[src/rtl/boot_loader_pkg.sv]
// Shared constants and state encoding for the boot loader and its byte/word packer.
package boot_loader_pkg;

    localparam int unsigned BYTE_W = 8;
    localparam int unsigned CHK_W  = 8;

    localparam logic RW_READ  = 1'b0;
    localparam logic RW_WRITE = 1'b1;

    typedef enum logic [2:0] {
        ST_LOAD,
        ST_WRITE,
        ST_CHECK,
        ST_RUN,
        ST_SCAN_RD,
        ST_SCAN_CAP,
        ST_SCAN_TX,
        ST_ERR
    } state_e;

endpackage

[src/rtl/byte_word_packer.sv]
// Bidirectional byte<->word converter: assembles bytes into a word MSB-first,
// or serialises a loaded word MSB byte first. Both directions share one register.
module byte_word_packer
    import boot_loader_pkg::*;
#(
    parameter int unsigned DATA_W = 16
) (
    input  logic              clk,
    input  logic              rst,
    input  logic              ce,
    input  logic              clr,
    input  logic              shift_in,
    input  logic [7:0]        byte_in,
    input  logic              load,
    input  logic [DATA_W-1:0] word_in,
    input  logic              shift_out,
    output logic [DATA_W-1:0] word_next_c,
    output logic [7:0]        byte_out,
    output logic              last_c
);

    localparam int unsigned BYTES = DATA_W / BYTE_W;
    localparam int unsigned CNT_W = (BYTES > 1) ? $clog2(BYTES) : 1;

    logic [DATA_W-1:0] word_q;
    logic [CNT_W-1:0]  cnt_q;

    assign word_next_c = (word_q << BYTE_W) | DATA_W'(byte_in);
    assign byte_out    = word_q[DATA_W-1 -: BYTE_W];
    // High while the current byte transfer is the one that completes the word.
    assign last_c      = (cnt_q == CNT_W'(BYTES - 1));

    always_ff @(posedge clk or negedge rst) begin
        if (!rst) begin
            word_q <= '0;
            cnt_q  <= '0;
        end else if (ce) begin
            if (load) begin
                word_q <= word_in;
                cnt_q  <= '0;
            end else if (shift_in) begin
                word_q <= word_next_c;
                cnt_q  <= last_c ? '0 : cnt_q + CNT_W'(1);
            end else if (shift_out) begin
                word_q <= word_q << BYTE_W;
                cnt_q  <= last_c ? '0 : cnt_q + CNT_W'(1);
            end else if (clr) begin
                cnt_q  <= '0;
            end
        end
    end

endmodule

[src/rtl/boot_loader_gen2.sv]
// Boot loader: loads a checksummed program image into RAM from a byte stream,
// releases the CPU on a good image, and dumps RAM back out on request.
module boot_loader_gen2
    import boot_loader_pkg::*;
#(
    parameter int unsigned DATA_W       = 16,
    parameter int unsigned ADDR_W       = 6,
    parameter bit          RETRY_ON_ERR = 1'b1
) (
    input  logic              clk,
    input  logic              rst,
    input  logic              ce,
    input  logic              rx_valid,
    input  logic [7:0]        rx_data,
    input  logic              tx_ready,
    output logic              tx_valid,
    output logic [7:0]        tx_data,
    input  logic              scan_memory,
    input  logic [DATA_W-1:0] ram_out,
    output logic              boot,
    output logic              ram_rw,
    output logic              ram_enable,
    output logic [ADDR_W-1:0] ram_adr,
    output logic [DATA_W-1:0] ram_in,
    output logic              load_err
);

    state_e             state_q, state_n;
    logic [ADDR_W-1:0]  addr_q, addr_n;
    logic [CHK_W-1:0]   csum_q, csum_n;
    logic               boot_n, load_err_n, tx_valid_n;
    logic               ram_rw_n, ram_enable_n;
    logic [ADDR_W-1:0]  ram_adr_n;
    logic [DATA_W-1:0]  ram_in_n;
    logic               scan_q, scan_edge_q;

    logic               pk_clr, pk_shift_in, pk_load, pk_shift_out, pk_last_c;
    logic [DATA_W-1:0]  pk_word_next_c;

    byte_word_packer #(
        .DATA_W (DATA_W)
    ) u_packer (
        .clk         (clk),
        .rst         (rst),
        .ce          (ce),
        .clr         (pk_clr),
        .shift_in    (pk_shift_in),
        .byte_in     (rx_data),
        .load        (pk_load),
        .word_in     (ram_out),
        .shift_out   (pk_shift_out),
        .word_next_c (pk_word_next_c),
        .byte_out    (tx_data),
        .last_c      (pk_last_c)
    );

    // State, counters, edge detector and registered outputs.
    always_ff @(posedge clk or negedge rst) begin
        if (!rst) begin
            state_q     <= ST_LOAD;
            addr_q      <= '0;
            csum_q      <= '0;
            boot        <= 1'b1;
            load_err    <= 1'b0;
            tx_valid    <= 1'b0;
            ram_rw      <= RW_READ;
            ram_enable  <= 1'b0;
            ram_adr     <= '0;
            ram_in      <= '0;
            scan_q      <= 1'b0;
            scan_edge_q <= 1'b0;
        end else if (ce) begin
            state_q     <= state_n;
            addr_q      <= addr_n;
            csum_q      <= csum_n;
            boot        <= boot_n;
            load_err    <= load_err_n;
            tx_valid    <= tx_valid_n;
            ram_rw      <= ram_rw_n;
            ram_enable  <= ram_enable_n;
            ram_adr     <= ram_adr_n;
            ram_in      <= ram_in_n;
            scan_q      <= scan_memory;
            scan_edge_q <= scan_memory & ~scan_q;
        end
    end

    // Next-state and next-output logic; RAM strobes are set on entry to the strobe state.
    always_comb begin
        state_n      = state_q;
        addr_n       = addr_q;
        csum_n       = csum_q;
        boot_n       = boot;
        load_err_n   = load_err;
        tx_valid_n   = 1'b0;
        ram_rw_n     = RW_READ;
        ram_enable_n = 1'b0;
        ram_adr_n    = '0;
        ram_in_n     = '0;
        pk_clr       = 1'b0;
        pk_shift_in  = 1'b0;
        pk_load      = 1'b0;
        pk_shift_out = 1'b0;

        case (state_q)
            ST_LOAD: begin
                if (rx_valid) begin
                    pk_shift_in = 1'b1;
                    csum_n      = csum_q + rx_data;
                    if (pk_last_c) begin
                        state_n      = ST_WRITE;
                        ram_enable_n = 1'b1;
                        ram_rw_n     = RW_WRITE;
                        ram_adr_n    = addr_q;
                        ram_in_n     = pk_word_next_c;
                    end
                end
            end
            ST_WRITE: begin
                addr_n  = addr_q + ADDR_W'(1);
                state_n = (addr_q == '1) ? ST_CHECK : ST_LOAD;
            end
            ST_CHECK: begin
                if (rx_valid) begin
                    if (rx_data == csum_q) begin
                        boot_n     = 1'b0;
                        load_err_n = 1'b0;
                        state_n    = ST_RUN;
                    end else begin
                        load_err_n = 1'b1;
                        csum_n     = '0;
                        addr_n     = '0;
                        pk_clr     = 1'b1;
                        state_n    = RETRY_ON_ERR ? ST_LOAD : ST_ERR;
                    end
                end
            end
            ST_RUN: begin
                if (scan_edge_q) begin
                    boot_n       = 1'b1;
                    addr_n       = '0;
                    state_n      = ST_SCAN_RD;
                    ram_enable_n = 1'b1;
                    ram_rw_n     = RW_READ;
                    ram_adr_n    = '0;
                end
            end
            ST_SCAN_RD: begin
                state_n = ST_SCAN_CAP;
            end
            ST_SCAN_CAP: begin
                pk_load    = 1'b1;
                tx_valid_n = 1'b1;
                state_n    = ST_SCAN_TX;
            end
            ST_SCAN_TX: begin
                tx_valid_n = 1'b1;
                if (tx_valid && tx_ready) begin
                    pk_shift_out = 1'b1;
                    if (pk_last_c) begin
                        tx_valid_n = 1'b0;
                        addr_n     = addr_q + ADDR_W'(1);
                        if (addr_q == '1) begin
                            boot_n  = 1'b0;
                            state_n = ST_RUN;
                        end else begin
                            state_n      = ST_SCAN_RD;
                            ram_enable_n = 1'b1;
                            ram_rw_n     = RW_READ;
                            ram_adr_n    = addr_q + ADDR_W'(1);
                        end
                    end
                end
            end
            ST_ERR: begin
                state_n = ST_ERR;
            end
            default: begin
                state_n = ST_LOAD;
            end
        endcase
    end

endmodule

[config.mk]
export PLATFORM = sky130hd
export DESIGN_NAME = boot_loader_gen2
export DESIGN_NICKNAME = d
export VERILOG_FILES = /design/src/rtl/boot_loader_pkg.sv /design/src/rtl/byte_word_packer.sv /design/src/rtl/boot_loader_gen2.sv
export SDC_FILE = /design/constraint.sdc
export NUM_CORES = 1
export LEC_CHECK = 0
export CAP_MARGIN = 20
export CORE_MARGIN = 2
export CORE_UTILIZATION = 34
export CTS_BUF_LIST = sky130_fd_sc_hd__clkbuf_2
export CTS_CLUSTER_DIAMETER = 120
export DETAILED_ROUTE_END_ITERATION = 6
export GPL_TIMING_DRIVEN = 0
export PLACE_DENSITY = 0.53
export SYNTH_ARGS = -nofsm -noshare
export SYNTH_HDL_FRONTEND = slang
export SYNTH_SLANG_ARGS = --single-unit
[constraint.sdc]
create_clock -name clk -period 3 [get_ports clk]
set_input_delay 0.6 -clock clk [delete_from_list [all_inputs] [get_ports clk]]
set_output_delay 0.6 -clock clk [all_outputs]
set_load 0.05 [all_outputs]
# After elaboration in Yosys (flattened, before gate mapping)
# Cells that the tools add are included.
# W data, S select, Z words.
# totals
latchBits	0
mem_bits_rw	0
output_inout_bits	35
elab_cells	115
register_bits	63
mem_bits_ro	0
input_bits	30
n_memories	0
# op_classes
n_mul	0
n_div	0
shifts	0
mux	63
reduce_logical	14
eq_ne	18
n_lt_le_gt_ge	0
n_bitwise	3
add_sub_neg	3
# ops
op	count
$mux W16	6
$mux W6	10
$mux W1	28
$mux W8	3
$pmux W3 S8	1
$pmux W6 S4	1
$mux W3	7
$or A16 B8 Y16	1
$pmux W8 S2	1
$ne A2 B2 Y1 const B	7
$reduce_and A7 Y1	2
$eq A3 B3 Y1 const B	4
$pmux W6 S2	1
$add A8 B8 Y8	1
$eq A8 B8 Y1	1
$reduce_and A8 Y1	1
$reduce_bool A4 Y1	2
$add A6 B1 Y6 const B	1
$eq A3 B2 Y1 const B	2
$eq A6 B6 Y1 const B	1
$pmux W1 S3	2
$reduce_bool A3 Y1	2
$reduce_and A5 Y1	1
$mux W2	2
other kinds (11)	13

# Longest topological paths before layout
# Gate-level depths: netlist of run 1.
# logic_depth
word_depth	8
mapped_depth	8

# Cells and area by module
# From an unflattened synthesis of run 1, not the netlist that was laid out.
# unflattened
hier_cells	381
area_unflattened_um2	3508.4
# modules_own_cells
module	n_inst	seq_area_each_um2	cells_each	area_each_um2
boot_loader_gen2	1	1152.4	295	2633.8
byte_word_packer	1	425.4	86	874.6

# Least setup slack after synthesis of run 1
# OpenSTA, ideal clock, no wires.
# synth_timing
path_kind	input to register
startpoint	input port rx_data[5]
endpoint	register addr_q[1]
path_stages	6
path_buffers	0
arrival_ns	2.248
slack_ns	0.627
setup_ns	0.126
path_cell_list	ha_1 -> nor4_1 -> nand3_1 -> o31a_1 -> a32o_1 -> a221o_1
# synth_via
elab_chain_cells	3
# synth_lines
element	line	rtl
start, declared	boot_loader_gen2.sv:14	input logic [7:0] rx_data,
$eq A8 B8 Y1	boot_loader_gen2.sv:125	if (rx_data == csum_q) begin
$ne A2 B2 Y1 (no source line)	--	
$reduce_and A7 Y1 (no source line)	--	
end signal, assigned	boot_loader_gen2.sv:74	addr_q <= addr_n;
end, declared	boot_loader_gen2.sv:29	logic [ADDR_W-1:0] addr_q, addr_n;
# Every way passes these cells.
# A chain may end at the register's enable or synchronous reset.

# Final worst setup path of run 1
# Ends and elaborated chain as after synthesis.

==> results of run 1 <==
## metal layers
metal | vias up | wire length (µm) | global-route usage | share of wire
met4 | 0 | 134 | 0.0569 | 0.014
li1 | 1472 | - | - | -
met3 | 11 | 489 | 0.0434 | 0.051
met1 | 1497 | 4640 | 0.277 | 0.48
met2 | 95 | 4360 | 0.277 | 0.45
met5 | - | 0 | 0 | 0
## state kept, by name (all words and copies together) (netlist names)
| signal | flops |
|---|---|
| ram_rw | 1 |
| ram_adr | 6 |
| addr_q | 6 |
| u_packer.word_q | 16 |
| ram_in | 16 |
| scan_q | 1 |
| ram_enable | 1 |
| csum_q | 8 |
| boot | 1 |
| state_q | 3 |
| load_err | 1 |
| tx_valid | 1 |
| u_packer.last_c | 1 |
| scan_edge_q | 1 |
## through the flow
step                      instance area [µm²]  instances
final                                    4360        564
after global routing                     4360        564
after CTS                                4360        564
after detailed placement                 4190        548
after global placement                   4190        548
after floorplan                          3380        351
## kinds of logic after synthesis
family,Yosys count,synth area share
AO/OA/AOI/OAI,115,0.249
XOR/XNOR,6,0.0155
adder cells (fa/ha/maj),9,0.0355
buffers and inverters,36,0.0481
flip-flops,63,0.466
multiplexers,10,0.0296
AND/OR/NAND/NOR,112,0.156
## critical path: stages
cell and delay [ps]:
clkdlybuf4s50_1 490, ha_1 410, nor4_1 320, nand3_1 330, o31a_1 430, a32o_1 290
a221o_1 290
## area by class of cell
| type | instances | area [µm²] |
|---|---|---|
| multi-input combinational | 252 | 1640 |
| timing repair buffer | 64 | 638 |
| tap | 133 | 166 |
| fill | 987 | 5370 |
| buffer | 28 | 133 |
| sequential | 63 | 1580 |
| clock buffer | 9 | 45.0 |
| clock inverter | 7 | 125 |
| inverter | 8 | 30.0 |
## where the power goes
part / total, mW / switching (mW) / internal, mW
combinational: 1.90 / 1.21 / 0.691
clock: 0.738 / 0.366 / 0.372
sequential: 1.31 / 0.192 / 1.12
## final timing paths
| path | from | end | slack [ps] |
|---|---|---|---|
| max in group asynchronous | rst | ram_in[9] | 2310 |
| min in group clk | scan_q | scan_edge_q | 460 |
| min reg2reg | scan_q | scan_edge_q | 460 |
| min | rst | addr_q[2] | 130 |
| max | rx_data[5] | addr_q[1] | 210 |
| max reg2reg | csum_q[5] | addr_q[1] | 440 |
## cell usage after synthesis, types with 3 or more instances
cell type   n  area (µm²)
a21oi_1    16        80.1
a221o_1     4        40.0
a22o_1     16         140
a22oi_1     8        60.1
a32o_1      3        30.0
a32oi_1     3        26.3
and3_1      6        37.5
buf_2       3        15.0
buf_6       3        33.8
clkbuf_1   20        75.1
dfrtp_1    62        1550
ha_1        8         100
inv_1       6        22.5
mux2i_1    10         100
nand2_1    41         154
nand3_1    21         105
nand4_1     6        37.5
nor2_1     15        56.3
nor2b_1     3        18.8
nor3_1     12        60.1
o21ai_0    29         145
o221ai_1    3        26.3
o2bb2ai_1   7        61.3
o41ai_1     3        26.3
xnor2_1     3        26.3
xor2_1      3        26.3
## cell usage in the layout, fill, tap and decap left out, types with 4 or more instances in the layout
cell type        synthesis  routed
clkdlybuf4s50_1          0      63
dfrtp_1                 62      62
nand2_1                 41      41
o21ai_0                 29      29
nand3_1                 21      21
clkbuf_1                20      20
a21oi_1                 16      16
a22o_1                  16      16
nor2_1                  15      15
nor3_1                  12      12
clkbuf_2                 1      10
mux2i_1                 10      10
a22oi_1                  8       8
ha_1                     8       8
o2bb2ai_1                7       7
inv_1                    6       6
nand4_1                  6       6
and3_1                   6       6
a221o_1                  4       4
inv_6                    0       4
==> impl_metrics.csv, run 1 <==
group,metric,value,unit
die,core,9730,µm²
sta,whs,130,ps
clocking,clock_latency,510,ps
routing,drt-pass1-iter-count,5,
global_routing,antenna_found_initial,0,
power,total_power,3.95,mW
synth,async_flop_share,1.00,
die,io_pins,65,
clocking,htreeDepth,3,
sta,hold_viol,0,
clocking,cts_tree,"done",
synth,synth.distinct_cells,56,
global_routing,grt_first_pass_wirelength,16200,µm
clocking,cts-root-buf,"clkbuf_2",
run_status,outcome,"complete, no violations",
synth,syn_area_per_cell,9.64,µm²
clocking,cts_setup_buffers,0,
global_routing,first_global_vias,3054,
global_routing,grt_max_degree,64,
synth,syn_nets,390,
cells_and_area,synthToLayoutAreaGrowth,28.8,%
routing,drc,0,
clocking,cts_hold_buf,0,
sta,finalSetupViolCount,0,
clocking,clock_sinks,63,
critical_path,rr_worst_depth,6,
clocking,cts_inserted_buffers,9,
global_routing,grt_use_total,0.189,
global_routing,globalRouteOverflowTotal,0,
die,die_area,10800,µm²
run,max-cap-violations,0,
critical_path,worst-path-max-fanout,6,
sta,slew_headroom,0.456,
sta,post-route-min-period,2790,ps
placed_design,io_buffers,64,
power,p_per_area,907,nW/µm²
cells_and_area,drive_gt1_frac,0.0696,
critical_path,end_kind,"register",
synth,synth_seq_cells,63,
sta,tns,0,ps
die,start_util,0.348,
routing,wl_per_cell,17.1,µm
routing,antenna_left,0,
sta,drv_slew,0,
die,fp.dieH,104,µm
critical_path,crit_path_start_kind,"primary input",
clocking,cts_resized,0,
critical_path,crit_required,3390,ps
routing,via_per_inst,5.45,
sta,fin_skew,37.6,ps
sta,worstMarginPinSlew,816,ps
sta,worst_slack,209,ps
cells_and_area,final_util,0.448,
worst_hold_path,hold_path_class,"primary input to async pin",
placed_design,gp_congestion,0.823,
routing,finalWirelength,9630,µm
synth,synth_area,3380,µm²
synth,synth-main-ff-cell,"dfrtp_1",
critical_path,path_class,"primary input to register",
routing,dr.first_iter.drc_count,229,
synth,synth_edf_count,0,
critical_path,arrival,3180,ps
die,placementRows,36,
sta,period_share,0.930,
power,leakage,1.81,nW
sta,grt_setup_unrepaired,"no",
die,fp.dieW,104,µm
synth,synth_warnings,0,
clocking,clock_path_buffers,2,
synth,synth_cells,351,
clocking,clk_pin_slew,230,ps
power,peakVddDrop,365,µV
synth,seq_area_frac_synth,0.466,
cells_and_area,fin_nets,465,
cells_and_area,antennaDiodeCount,0,
sta,fmax,358,MHz
routing,num_vias,3075,
placed_design,place_hpwl,6860,µm
placed_design,place_ws,-304,ps
No activity file was read; power rests on OpenSTA's default activity.
==> run 2: changes to the inputs <==
Settings changed: GPL_ROUTABILITY_DRIVEN from default to 0, RECOVER_POWER from default to 100.
==> run 2 against run 1 <==
The flow now finishes with violations (max-capacitance violations, max-slew violations); setup slack improved by 2.0 ps; clock power fell by 0.5%; die area did not move; sequential share of layout area rose by 0.083 points; non-clock buffer count did not move; via count barely moved; hold slack improved by 320 ps; routed wire length barely moved.
==> impl_metrics.csv, run 2 (same netlist as run 1, synthesis figures left out) <==
group,metric,value,unit
sta,period_share,0.930,
clocking,cts_tree,"done",
routing,drc,0,
critical_path,arrival,3170,ps
routing,dr_wl_met3,492,µm
routing,dr_wl_met2,4330,µm
routing,wl_met1,4660,µm
cells_and_area,layoutNonFillerInstCount,564,
sta,tns,0,ps
die,core,9730,µm²
global_routing,antenna_found_initial,0,
die,fp.dieW,104,µm
sta,drv_slew,64,
cells_and_area,final_cell_mix,"dfrtp_1, nand2_1, dlygate4sd3_1",
placed_design,dp_cells,548,
sta,hold_viol,0,
clocking,cts-root-buf,"clkbuf_2",
run,max-cap-violations,1,
critical_path,crit_path_start_kind,"primary input",
cells_and_area,reg_top3,"ram_in: 16 flops, u_packer.word_q: 16 flops, csum_q: 8 flops",
critical_path,path_delay_family,"compound AO/OA/AOI/OAI gates",
routing,via_per_inst,5.45,
critical_path,crit_path_cell_trace,"clkdlybuf4s50_1 -> ha_1 -> nor4_1 -> nand3_1 -> o31a_1 -> a32o_1 -> a221o_1",
global_routing,globalRouteOverflowTotal,0,
critical_path,path_buf_inv,1,
routing,drt-pass1-iter-count,5,
cells_and_area,drive_gt1_frac,0.0603,
critical_path,end_kind,"register",
power,total_power,3.90,mW
routing,dr.first_iter.drc_count,238,
routing,highest_layer,"met4",
critical_path,max_stage_delay,490,ps
sta,worstMarginPinSlew,1590,ps
routing,antenna_left,0,
clocking,cts_resized,0,
sta,slew_headroom,-0.0622,
power,peakVddDrop,356,µV
power,p_per_area,896,nW/µm²
global_routing,grt_use_total,0.189,
critical_path,r2r-start,"csum_q[5]",
cells_and_area,synthToLayoutAreaGrowth,28.5,%
run_status,outcome,"complete, but fails checks",
sta,post-route-min-period,2790,ps
die,die_area,10800,µm²
sta,fin_skew,34.9,ps
sta,finalSetupViolCount,0,
clocking,cts_setup_buffers,0,
power,leakage,1.90,nW
die,fp.dieH,104,µm
die,start_util,0.348,
critical_path,crit_slowest_cell,"clkdlybuf4s50_1",
clocking,clock_latency,500,ps
cells_and_area,nFillCells,989,
routing,finalWirelength,9630,µm
run_status,violations,"max-capacitance violations, max-slew violations",
placed_design,io_buffers,64,
sta,fmax,359,MHz
critical_path,path_class,"primary input to register",
critical_path,crit_start,"rx_data[5]",
cells_and_area,final_common_cell,"dfrtp_1",
sta,grt_setup_unrepaired,"no",
routing,wl_per_cell,17.1,µm
clocking,clock_path_buffers,2,
global_routing,grt_max_degree,64,
global_routing,first_global_vias,3054,
cells_and_area,antennaDiodeCount,0,
die,placementRows,36,
routing,num_vias,3072,
worst_hold_path,hold_path_class,"primary input to async pin",
clocking,cts_inserted_buffers,9,
cells_and_area,multi_input_area,1640,µm²
critical_path,worst-path-max-fanout,6,
global_routing,grt_first_pass_wirelength,16200,µm
cells_and_area,final-seq-area,1580,µm²
die,io_pins,65,
clocking,cts_hold_buf,0,
clocking,clk_pin_slew,230,ps
critical_path,crit_required,3380,ps
clocking,htreeDepth,3,
clocking,clock_sinks,63,
placed_design,place_hpwl,6860,µm
cells_and_area,fin_nets,465,
-- run 2: path summary, 6_finish.rpt --
check,to,slack [ps],depth (start not counted)
min in group clk,scan_edge_q,460,1
max,addr_q[1],210,7
min,addr_q[2],450,1
max reg2reg,addr_q[1],450,6
min reg2reg,scan_edge_q,460,1
max in group asynchronous,state_q[0],1580,1
-- run 2: area by class of cell --
type / instances / share of cell area
tap: 133 / 0.0383
inverter: 8 / 0.00690
timing repair buffer: 64 / 0.146
multi-input combinational: 252 / 0.377
sequential: 63 / 0.363
buffer: 28 / 0.0299
clock buffer: 9 / 0.0104
clock inverter: 7 / 0.0288
-- run 2: where the power goes --
| group | switching, mW | total, mW | internal, mW |
|---|---|---|---|
| logic | 1.21 | 1.86 | 0.648 |
| clock network | 0.362 | 0.734 | 0.372 |
| registers | 0.185 | 1.31 | 1.12 |
| total | 1.76 | 3.90 | 2.14 |
-- run 2: through the flow --
stage / hold slack (ps) / utilization / worst slack, ps / area [µm²]
6_report: 448 / 0.447 / 211 / 4350
5_1_grt: 515 / 0.447 / 115 / 4350
4_1_cts: 152 / 0.448 / 234 / 4360
3_5_place_dp: 444 / 0.431 / -304 / 4190
3_3_place_gp: 433 / 0.431 / -903 / 4190
2_1_floorplan: 304 / - / 627 / 3380
-- run 2: per-layer routing --
metal / global-route usage / vias to the layer above
met4: 0.0569 / 0
met1: 0.277 / 1498
met3: 0.0434 / 14
li1: - / 1472
met5: 0 / -
met2: 0.277 / 88
==> run 3: changes to the inputs <==
Settings changed: GPL_ROUTABILITY_DRIVEN 0 to default, PLACE_DENSITY 0.53 to 0.55.
Clock period 3 ns to 2.31 ns, I/O delays scaled along.
==> run 3 against run 2 <==
The flow finishes with violations (max-capacitance violations, max-slew violations, negative setup slack); first-iteration DRC count grew 6.7%; utilization is 0.35 points higher; hold slack worse by 55 ps; critical path depth is the same; via count increased by 2.1%; setup slack lost 230 ps; power is 31% higher; sequential power rose by 31%; global-route usage is 0.26 points lower.
==> impl_metrics.csv, run 3 (same netlist as run 1, synthesis figures left out) <==
group,metric,value,unit
die,fp.dieH,104,µm
sta,tns,-22.2,ps
cells_and_area,fin_nets,471,
routing,drt-pass1-iter-count,5,
critical_path,crit_slowest_cell,"clkdlybuf4s50_1",
cells_and_area,reg_top3,"ram_in: 16 flops, u_packer.word_q: 16 flops, csum_q: 8 flops",
sta,fmax,429,MHz
cells_and_area,drive_gt1_frac,0.0984,
die,start_util,0.348,
power,leakage,1.82,nW
cells_and_area,final-seq-area,1580,µm²
sta,hold_viol,0,
global_routing,antenna_found_initial,0,
die,io_pins,65,
critical_path,path_buf_inv,1,
cells_and_area,antennaDiodeCount,0,
clocking,cts_tree,"done",
critical_path,crit_path_cell_trace,"clkdlybuf4s50_1 -> ha_1 -> nor4_2 -> nand3_2 -> o31a_1 -> a32o_1 -> a221o_1",
critical_path,ff2ff_setup_slack,40,ps
clocking,clock_path_buffers,2,
sta,post-route-min-period,2330,ps
critical_path,crit_path_start_kind,"primary input",
die,die_area,10800,µm²
critical_path,crit_start,"rx_data[0]",
sta,worst_slack,-22.2,ps
critical_path,worst-path-max-fanout,3,
sta,grt_setup_unrepaired,"yes",
global_routing,grt_first_pass_wirelength,15900,µm
critical_path,end_kind,"register",
clocking,clock_sinks,63,
sta,period_share,1.01,
power,p_per_area,1160,nW/µm²
routing,dr.first_iter.drc_count,254,
cells_and_area,final_util,0.450,
placed_design,postPlaceCellArea,4190,µm²
run,max-cap-violations,1,
critical_path,crit_required,2710,ps
clocking,cts-root-buf,"clkbuf_2",
cells_and_area,nFillCells,988,
sta,worstMarginPinSlew,1570,ps
placed_design,gp_congestion,0.865,
routing,num_vias,3135,
placed_design,io_buffers,64,
clocking,clock_latency,530,ps
routing,via_per_inst,5.50,
critical_path,r2r-start,"csum_q[4]",
placed_design,place_hpwl,6950,µm
cells_and_area,final_common_cell,"dfrtp_1",
clocking,clk_pin_slew,220,ps
global_routing,grt_max_degree,64,
critical_path,path_class,"primary input to register",
global_routing,globalRouteOverflowTotal,0,
critical_path,arrival,2730,ps
sta,drv_slew,64,
routing,wl_per_cell,17.5,µm
cells_and_area,final_area,4380,µm²
critical_path,max_stage_delay,480,ps
die,placementRows,36,
critical_path,crit_cells,7,
sta,whs,393,ps
cells_and_area,multi_input_area,1680,µm²
die,core,9730,µm²
run_status,outcome,"complete, but fails checks",
cells_and_area,final_cell_mix,"dfrtp_1, clkdlybuf4s50_1, nand2_1",
routing,antenna_left,0,
clocking,htreeDepth,3,
die,fp.dieW,104,µm
run_status,violations,"max-capacitance violations, max-slew violations, negative setup slack",
clocking,cts_inserted_buffers,9,
routing,finalWirelength,9990,µm
critical_path,rr_worst_depth,6,
routing,drc,0,
critical_path,r2r-end,"addr_q[1]",
cells_and_area,synthToLayoutAreaGrowth,29.5,%
sta,slew_headroom,-0.0495,
global_routing,first_global_vias,3004,
critical_path,path_delay_family,"compound AO/OA/AOI/OAI gates",
global_routing,grt_use_total,0.186,
power,peakVddDrop,479,µV
sta,finalSetupViolCount,1,
critical_path,cp-endpoint,"addr_q[1]",
sta,fin_skew,41.1,ps
worst_hold_path,hold_path_class,"primary input to register",
-- run 3: worst min path at each step --
stage	startpoint	end	slack, ps	depth (start not counted)
CTS	scan_q	scan_edge_q	470	1
detailed placement	scan_q	scan_edge_q	450	1
floorplan	rst	addr_q[0]	170	0
finish	rx_data[1]	ram_in[1]	390	2
global placement	scan_q	scan_edge_q	430	1
global route	rx_data[1]	ram_in[1]	350	2
-- run 3: where the power goes --
group          switching (mW)  internal, mW
clock network           0.497         0.372
logic                    1.60         0.912
registers               0.259          1.46
-- run 3: layout make-up --
cell class / instances / share of cell area
Clock inverter: 7 / 0.0234
Inverter: 8 / 0.00685
Timing Repair Buffer: 71 / 0.148
Sequential cell: 63 / 0.360
Buffer: 27 / 0.0300
Tap cell: 133 / 0.0380
Clock buffer: 9 / 0.0103
Multi-Input combinational cell: 252 / 0.384
-- run 3: routing by layer --
| metal | vias to the layer above | GRT usage | share of wire |
|---|---|---|---|
| li1 | 1488 | - | - |
| met1 | 1534 | 0.265 | 0.47 |
| met2 | 98 | 0.279 | 0.46 |
| met3 | 15 | 0.0485 | 0.054 |
| met4 | 0 | 0.0550 | 0.018 |
| met5 | - | 0 | 0 |
-- run 3: repair_timing --
action,CTS,global route
hold buffers,1,0
setup endpoints to repair,16,27
resized for setup,5,13
pin swaps,1,4
setup buffers,1,5
hold endpoints to repair,2,0
-- run 3: per-stage QoR --
stage / setup slack [ps] / instances / power, mW
global placement: -1460 / 548 / 4.17
CTS: -116 / 566 / 5.09
detailed placement: -771 / 548 / 4.20
finish: -22.2 / 570 / 5.10
global route: -75.6 / 570 / 5.44
floorplan: 74.5 / 351 / 3.43
